File: src/rtl/filter_tile_scheduler.sv
// filter_tile_scheduler: maps the 3x3 preview grid to filter IDs through a rotation
// offset committed at the frame boundary. Define FILTER_SCHED_AUTO_EN to build in auto-rotate.
module filter_tile_scheduler #(
  parameter int DEBOUNCE_CYCLES = 250000,
  parameter int AUTO_FRAMES     = 120
) (
  input  logic       clk_25mhz,
  input  logic       rst_n,
  input  logic [9:0] hcounter,
  input  logic [9:0] vcounter,
  input  logic       btn_next,
  input  logic       btn_prev,
  input  logic       btn_auto,
  output logic [3:0] filter_sel,
  output logic [3:0] tile_idx,
  output logic       in_image,
  output logic [3:0] offset,
  output logic       auto_active,
  output logic       frame_tick
);

  localparam int DW = $clog2(DEBOUNCE_CYCLES + 1);

`ifdef FILTER_SCHED_AUTO_EN
  localparam int NB = 3;
  logic [NB-1:0] btn_raw;
  assign btn_raw = {btn_auto, btn_prev, btn_next};
`else
  localparam int NB = 2;
  logic [NB-1:0] btn_raw;
  logic          auto_btn_unused;
  assign btn_raw         = {btn_prev, btn_next};
  assign auto_btn_unused = btn_auto;
`endif

  logic [NB-1:0] press;

  // Per-button synchronizer and debounce; press[] is high the cycle the stable level rises.
  for (genvar gi = 0; gi < NB; gi++) begin : g_deb
    logic [1:0]    sync_q;
    logic          stable_q, stable_d;
    logic [DW-1:0] cnt_q, cnt_d;

    always_comb begin
      stable_d = stable_q;
      cnt_d    = '0;
      if (sync_q[1] != stable_q) begin
        if (cnt_q == DW'(DEBOUNCE_CYCLES - 1)) begin
          stable_d = ~stable_q;
        end else begin
          cnt_d = cnt_q + 1'b1;
        end
      end
    end

    assign press[gi] = stable_d & ~stable_q;

    always_ff @(posedge clk_25mhz or negedge rst_n) begin
      if (!rst_n) begin
        sync_q   <= '0;
        stable_q <= 1'b0;
        cnt_q    <= '0;
      end else begin
        sync_q   <= {sync_q[0], btn_raw[gi]};
        stable_q <= stable_d;
        cnt_q    <= cnt_d;
      end
    end
  end

  typedef enum logic [1:0] {PEND_NONE, PEND_FWD, PEND_BACK} pend_e;
  pend_e pend_q, pend_d;

  logic commit;
  assign commit = (hcounter == 10'd0) && (vcounter == 10'd0);

  always_comb begin
    pend_d = pend_q;
    if (commit) begin
      pend_d = PEND_NONE;
    end else if (press[0] && press[1]) begin
      pend_d = PEND_NONE;
    end else if (press[0]) begin
      pend_d = PEND_FWD;
    end else if (press[1]) begin
      pend_d = PEND_BACK;
    end
  end

  function automatic logic [3:0] inc9(input logic [3:0] v);
    return (v == 4'd8) ? 4'd0 : v + 4'd1;
  endfunction

  function automatic logic [3:0] dec9(input logic [3:0] v);
    return (v == 4'd0) ? 4'd8 : v - 4'd1;
  endfunction

  logic auto_step;

`ifdef FILTER_SCHED_AUTO_EN
  localparam int FW = $clog2(AUTO_FRAMES + 1);
  logic          auto_q, auto_d;
  logic [FW-1:0] fcnt_q, fcnt_d;

  // A manual request at the auto edge takes precedence but still restarts the frame count.
  always_comb begin
    auto_d    = auto_q ^ press[2];
    fcnt_d    = fcnt_q;
    auto_step = 1'b0;
    if (!auto_d) begin
      fcnt_d = '0;
    end else if (commit && auto_q) begin
      if (fcnt_q == FW'(AUTO_FRAMES - 1)) begin
        fcnt_d    = '0;
        auto_step = (pend_q == PEND_NONE);
      end else begin
        fcnt_d = fcnt_q + 1'b1;
      end
    end
  end

  always_ff @(posedge clk_25mhz or negedge rst_n) begin
    if (!rst_n) begin
      auto_q <= 1'b0;
      fcnt_q <= '0;
    end else begin
      auto_q <= auto_d;
      fcnt_q <= fcnt_d;
    end
  end

  assign auto_active = auto_q;
`else
  assign auto_step   = 1'b0;
  assign auto_active = 1'b0;
`endif

  logic [3:0] offset_q, offset_d;
  logic       frame_tick_q, frame_tick_d;

  always_comb begin
    offset_d     = offset_q;
    frame_tick_d = commit;
    if (commit) begin
      case (pend_q)
        PEND_FWD:  offset_d = inc9(offset_q);
        PEND_BACK: offset_d = dec9(offset_q);
        default:   if (auto_step) offset_d = inc9(offset_q);
      endcase
    end
  end

  logic [3:0] filter_q, filter_d;
  logic [3:0] tile_q, tile_d;
  logic       in_image_q, in_image_d;
  logic [1:0] col, row;
  logic [3:0] tile_n, base;
  logic [4:0] sum;

  always_comb begin
    in_image_d = (hcounter >= 10'd160) && (hcounter <= 10'd479) &&
                 (vcounter >= 10'd120) && (vcounter <= 10'd359);
    if (hcounter <= 10'd266)      col = 2'd0;
    else if (hcounter <= 10'd373) col = 2'd1;
    else                          col = 2'd2;
    if (vcounter <= 10'd199)      row = 2'd0;
    else if (vcounter <= 10'd279) row = 2'd1;
    else                          row = 2'd2;
    tile_n = {2'b00, row} + {1'b0, row, 1'b0} + {2'b00, col};
    case (tile_n)
      4'd5:    base = 4'd8;
      4'd6:    base = 4'd5;
      4'd7:    base = 4'd6;
      4'd8:    base = 4'd7;
      default: base = tile_n;
    endcase
    // Both operands are below 9, so one conditional subtract yields the mod-9 result.
    sum = {1'b0, base} + {1'b0, offset_q};
    if (sum >= 5'd9) sum = sum - 5'd9;
    tile_d   = in_image_d ? tile_n   : 4'hF;
    filter_d = in_image_d ? sum[3:0] : 4'hF;
  end

  always_ff @(posedge clk_25mhz or negedge rst_n) begin
    if (!rst_n) begin
      pend_q       <= PEND_NONE;
      offset_q     <= 4'd0;
      frame_tick_q <= 1'b0;
      filter_q     <= 4'hF;
      tile_q       <= 4'hF;
      in_image_q   <= 1'b0;
    end else begin
      pend_q       <= pend_d;
      offset_q     <= offset_d;
      frame_tick_q <= frame_tick_d;
      filter_q     <= filter_d;
      tile_q       <= tile_d;
      in_image_q   <= in_image_d;
    end
  end

  assign filter_sel = filter_q;
  assign tile_idx   = tile_q;
  assign in_image   = in_image_q;
  assign offset     = offset_q;
  assign frame_tick = frame_tick_q;

endmodule

File: config.mk
export PLATFORM = sky130hd
export DESIGN_NAME = filter_tile_scheduler
export DESIGN_NICKNAME = d
export VERILOG_FILES = /design/src/rtl/filter_tile_scheduler.sv
export SDC_FILE = /design/constraint.sdc
export NUM_CORES = 1
export LEC_CHECK = 0
export BUFFER_PORTS_ARGS = -buffer_cell sky130_fd_sc_hd__buf_4
export CAP_MARGIN = 20
export CORE_MARGIN = 4
export CORE_UTILIZATION = 30
export DETAILED_ROUTE_END_ITERATION = 12
export GPL_TIMING_DRIVEN = 0
export PLACE_DENSITY = 0.51
export SYNTH_ARGS = -nofsm -noshare
export SYNTH_HDL_FRONTEND = slang
export SYNTH_SLANG_ARGS = --single-unit
File: constraint.sdc
create_clock -name clk_25mhz -period 2.7 [get_ports clk_25mhz]
set_input_delay 0.405 -clock clk_25mhz [delete_from_list [all_inputs] [get_ports clk_25mhz]]
set_output_delay 0.405 -clock clk_25mhz [all_outputs]
set_load 0.01 [all_outputs]
== After elaboration in Yosys (flattened, before gate mapping) ==
Index checks and enable logic that the tools add are counted.
Cells by class
  magnitude comparators: 9
  bitwise logic cells: 4
  mux-type cells: 23
  eq/ne operators: 11
  reductions and logical operators: 11
  $add $sub $neg: 8
Operators by type and width (number)
  $mux W18: 4
  $le A10 B9 Y1 const B: 5
  $add A18 B1 Y18 const B: 2
  $eq A18 B18 Y1 const B: 2
  $logic_not A10 Y1: 2
  $mux W4: 5
  $mux W2: 8
  $pmux W4 S4: 1
  $eq A4 B3 Y1 const B: 3
  $ge A10 B7 Y1 const B: 1
  $ge A10 B8 Y1 const B: 1
  $le A10 B8 Y1 const B: 1
  $eq A4 B4 Y1 const B: 2
  $pmux W4 S2: 1
  $add A4 B4 Y5: 1
  $ge A5 B4 Y1 const B: 1
  $logic_and A1 B1 Y1: 5
  $add A2 B3 Y4: 1
  $add A4 B1 Y4 const B: 1
  $add A4 B2 Y4: 1
  $logic_not A4 Y1: 1
  $mux W1: 4
  $reduce_bool A4 Y1: 1
  $sub A4 B1 Y4 const B: 1
  other kinds (8): 11
Storage, ports and cells
  output and inout bits: 15
  input port bits: 25
  bits in registers: 58

== Logic depth before layout (Yosys ltp) ==
  depth after elaboration: 11
  depth in mapped cells: 18
  gate-level depth less buffers: 18

== Worst setup path before layout ==
No wires, ideal clock.
  path kind: input -> register
  start: input vcounter[5]
  end: register filter_q[0], in the netlist filter_sel[0]
  setup slack: -1.684 ns
  path buffers: 0
  stages on the path: 17
  arrival time: 4.309 ns
  cells stage by stage: nor3_1 > nand2_1 > mux2_2 > fa_1 > inv_1 > ha_1 > inv_1 > fa_1 > o21ai_0 > nand3_1 > ha_1 > fa_1 > inv_1 > ha_1 > or4_1 > a31oi_1 > mux2i_1
On the way
  longest elaborated chain between the ends: 11
Ends and longest elaborated chain
  start, declared: line 10  | input logic [9:0] vcounter,
  $le A10 B9 Y1: line 167  | else if (vcounter <= 10'd279) row = 2'd1;
  $mux W2: line 167
  $mux W2: line 166  | if (vcounter <= 10'd199) row = 2'd0;
  $add A2 B3 Y4: line 169  | tile_n = {2'b00, row} + {1'b0, row, 1'b0} + {2'b00, col};
  $add A4 B2 Y4: line 169
  $eq A4 B4 Y1 / $eq A4 B3 Y1 (equally long branches): line 170  | case (tile_n)
  $pmux W4 S4: line 170
  $add A4 B4 Y5: line 178  | sum = {1'b0, base} + {1'b0, offset_q};
  $sub A4 B4 Y4 / $ge A5 B4 Y1 (equally long branches): line 179  | if (sum >= 5'd9) sum = sum - 5'd9;
  $mux W4: line 179
  $mux W4 *: line 181  | filter_d = in_image_d ? sum[3:0] : 4'hF;
  net filter_d[0]: line 153  | logic [3:0] filter_q, filter_d;
  end signal, assigned: line 196  | filter_q <= filter_d;
  end, declared: line 153
Mark *: on every way through the listed nets, which the timed path passes. The rest lies on a longest branch.
A chain may end at the register's enable or synchronous reset.

== Worst setup path after layout ==
  start: input vcounter[6]
  end: register filter_q[0], in the netlist filter_sel[0]
Same word-level chain as after synthesis.

==> results.yml <==
power_and_ir_drop:
  leakage_nw: 1.92
  combPwrFrac_pct: 18.4
  p_int_mw: 2.09
  swShare_pct: 24.2
  max-vdd-ir-drop_v: 0.000357
  p_per_area_nw_per_um2: 619
  p_seq_share_pct: 32.8
  fin_total_pwr_mw: 2.76
  switchingPower_mw: 0.668
  clkPwrFrac_pct: 48.8
sta:
  tightest_slew_ns: 0.741
  drv_slew: 0
  rsz0062_at_grt: "true"
  hold_violations: 0
  setup_viol: 4
  period_share_pct: 153
  clock.fmax_mhz: 242
  clock_skew_ns: 0.00441
  timing.slew.headroom_pct: 50.6
  hold_slack_ns: 0.131
  setup_slack_ns: -1.43
  finalCriticalPeriod_ns: 4.13
flow_run:
  drv_cap: 0
outcome:
  status: "finished with violations"
  violations: "setup timing"
setup_path:
  critical-path-top-delay-family: "adder cells"
  slowest_stage: "fa_2"
  crit_chain: "buf_8 -> nor3_4 -> nand2_1 -> mux2_4 -> fa_1 -> inv_1 -> ha_2 -> inv_2 -> fa_2 -> inv_2 -> nand4b_1 -> nand3_1 -> ha_2 -> fa_2 -> inv_2 -> ha_4 -> or4_4 -> a31oi_4 -> mux2i_1"
  worstPathMaxFanout: 5
  rr_startpoint: "offset[0]"
  critPathKind: "input port to flip-flop"
  crit_required_ns: 2.96
  cp-start-kind: "input port"
  cp_common_cell: "inv_2"
  crit-reg2reg-capture: "filter_sel[0]"
  cp.arrival_ns: 4.39
  ff2ff_setup_slack_ns: 0.27
  path_buf_inv: 5
  cpPeakStageDelay_ns: 0.58
  reg2reg_depth: 7
  cp-end-kind: "flip-flop"
global_routing:
  grt_pass1_wl_mm: 12.7
  grt_max_degree: 59
  grt_use_total_pct: 12.1
  grt_pass1_vias: 2743
  antenna_found_initial: 0
  grt_overflow: 0
synthesis:
  netlist_instances: 357
  synth-edff-count: 0
  yosysTopAreaCell: "dfrtp_1"
  ys_seq_area_share_pct: 42.5
  synth.area.mux_share_pct: 1.89
  synth_top_area_share_pct: 36.4
  synthAdderAreaFrac_pct: 6.48
  yosys.area_share.xor_xnor_pct: 6.88
  ys_top_cells_by_area: "dfrtp_1, dfstp_2, ha_1, nor2_1, xor2_1"
  synth_nets: 398
  ys_async_sr_fraction_pct: 100
  synth_compound_area_share_pct: 13.0
  synth_cell_types: 63
  synth-seq-cells: 58
  syn-cell-area_um2: 3440
  synth_area_per_cell_um2: 9.63
  ys_warn_count: 0
  synth_top_family_by_area: "simple AND/OR/NAND/NOR gates"
  synthSimpleGateAreaFrac_pct: 25.2
  synth_flop_cell: "dfrtp_1"
final_layout:
  layout.nets: 458
  n_fill_cell: 1105
  drive_above_1_share_pct: 27.5
  register_area_um2: 1460
  syn_to_final_growth_pct: 29.7
  diodes: 0
  multi_input_area_um2: 1960
  postLayoutCoreUtil_pct: 40.4
routing:
  wl_met2_mm: 3.70
  drt_wl_total_mm: 7.49
  wl_per_cell_um: 13.3
  vias_per_cell: 5.04
  m1WireLength_mm: 3.37
  top_layer: "met4"
  met3_length_um: 292
  ant_nets: 0
  drt_iter0_markers: 144
  dr.pass1.iters: 4
  drc_errors: 0
  num_vias: 2830
clocking:
  clkTransAtPathRegs_ns: 0.05
  insertion_delay_ns: 0.33
  cts.sink_count: 58
  cts_buffer_depth: 2
  cts.hold.buffers_added: 0
  cts-root-buf: "clkbuf_16"
  htree_levels: 3
  cts_inserted_buffers: 9
  cts_tree: "built"
floorplanning:
  core.rowCount: 38
  die_h_um: 115
  design.core.area_um2: 11000
  die_w_um: 115
  start_util_pct: 31.2
  dieArea_um2: 13200
  ios: 40
placed_design:
  portBuffers: 37
  place_congestion: 0.770
  dpl.hpwl_mm: 5.29
  dpl_worst_slack_ns: -1.96
worst_hold_path:
  hold_class: "input port to async pin"
==> repair_timing <==
action	4_1_cts	5_1_grt
resized for setup	7	9
endpoints found under the hold margin	0	0
cloned	0	0
pin swaps	9	15
setup endpoints to repair	4	4
setup buffers	7	6
==> routing by layer <==
| metal | vias to the layer above | track usage [%] |
|---|---|---|
| li1 | 1418 | - |
| met1 | 1362 | 14.7 |
| met2 | 42 | 19.8 |
| met3 | 8 | 3.74 |
| met4 | 0 | 5.40 |
| met5 | - | 0 |
==> stage by stage <==
step,std cells,instance area (um2),setup TNS [ns]
global route,562,4460,-5.88
finish,562,4460,-5.15
CTS,557,4370,-5.23
detailed placement,534,3950,-7.04
floorplan,357,3500,-5.48
global placement,534,3950,-6.84
==> sequential cells by signal, indices dropped and copies added, names as in the netlist <==
signal          count
tile_idx            4
filter_sel          4
offset              4
in_image            1
g_deb.stable_q      2
g_deb.sync_q        4
pend_q              2
g_deb.cnt_q        36
frame_tick          1
==> cell type report <==
type	instances	area share (%)
plain buffers	10	1.18
flip-flops and latches	58	32.8
clock inverters	5	2.24
clock buffers	11	5.67
repair buffers	49	8.50
multi-input cells	267	43.9
inverters	22	1.85
well taps	140	3.93
==> synth_stat cells, drive strengths merged, types with 2 or more instances <==
library cell,count
mux2i,2
inv,22
clkbuf,4
or4,9
and4,4
nor2,39
a31oi,2
xnor2,13
dfrtp,50
o31ai,5
o21bai,2
o21ai,16
a21oi,17
nand4,11
a221oi,2
nand3,20
nand2b,3
a211o,2
xor2,14
o221ai,2
or3,4
nor4,6
o21a,2
nor3b,2
nor4b,5
ha,13
nor3,9
o211a,2
and3,7
mux2,4
fa,3
or2,2
and2,2
a21o,3
buf,6
nand2,23
dfstp,8
nand4b,3
==> worst max-delay path by stage <==
stage	depth (start not counted)	slack (ns)	to	start
3_3_place_gp	18	-1.90	filter_sel[0]	vcounter[3]
6_report	19	-1.43	filter_sel[0]	vcounter[6]
3_5_place_dp	19	-1.96	filter_sel[0]	vcounter[5]
4_1_cts	19	-1.47	filter_sel[0]	vcounter[6]
5_1_grt	19	-1.63	filter_sel[0]	vcounter[6]
2_1_floorplan	18	-1.57	filter_sel[0]	vcounter[5]
==> power by group through the flow <==
| stage | Clock (mW) | Sequential (mW) | Combinational [mW] |
|---|---|---|---|
| floorplan | 0 | 0.925 | 0.267 |
| CTS | 1.38 | 0.907 | 0.433 |
| global route | 1.42 | 0.908 | 0.570 |
| detailed placement | 0 | 0.921 | 0.390 |
| finish | 1.35 | 0.907 | 0.508 |
| global placement | 0 | 0.921 | 0.384 |
==> cell usage in the layout, fill, tap and decap left out, types with 4 or more instances in the layout <==
cell type,count
xor2_1,14
xnor2_1,13
a21oi_1,15
ha_1,9
and3_1,6
o31ai_1,5
o21ai_0,12
nor3_1,5
or4_1,7
or3_1,4
buf_4,48
nor4_1,6
dfstp_2,8
and4_1,4
nand2_1,23
clkbuf_16,9
clkbuf_1,4
dfrtp_1,50
nand4_1,9
nand3_1,19
inv_1,19
nor2_1,38
==> worst reg2reg max path: cells and delay by family, from the launching register on <==
| kind | cells | cell delay [ns] |
|---|---|---|
| fa+ha+maj | 3 | 0.95 |
| simple gates | 1 | 0.50 |
| flops | 1 | 0.47 |
| compound gates | 1 | 0.20 |
| buf+inv | 1 | 0.05 |
| mux | 1 | 0.20 |
==> kinds of logic (layout without fill, tap and decap cells) <==
group / count (synthesis) / in the layout
fa+ha+maj: 16 / 16
other cells: 1 / 1
compound gates: 64 / 64
simple gates: 153 / 153
mux: 6 / 6
buf+inv: 32 / 97
xor+xnor: 27 / 27
flops: 58 / 58
(Power assumes the default switching activity.)
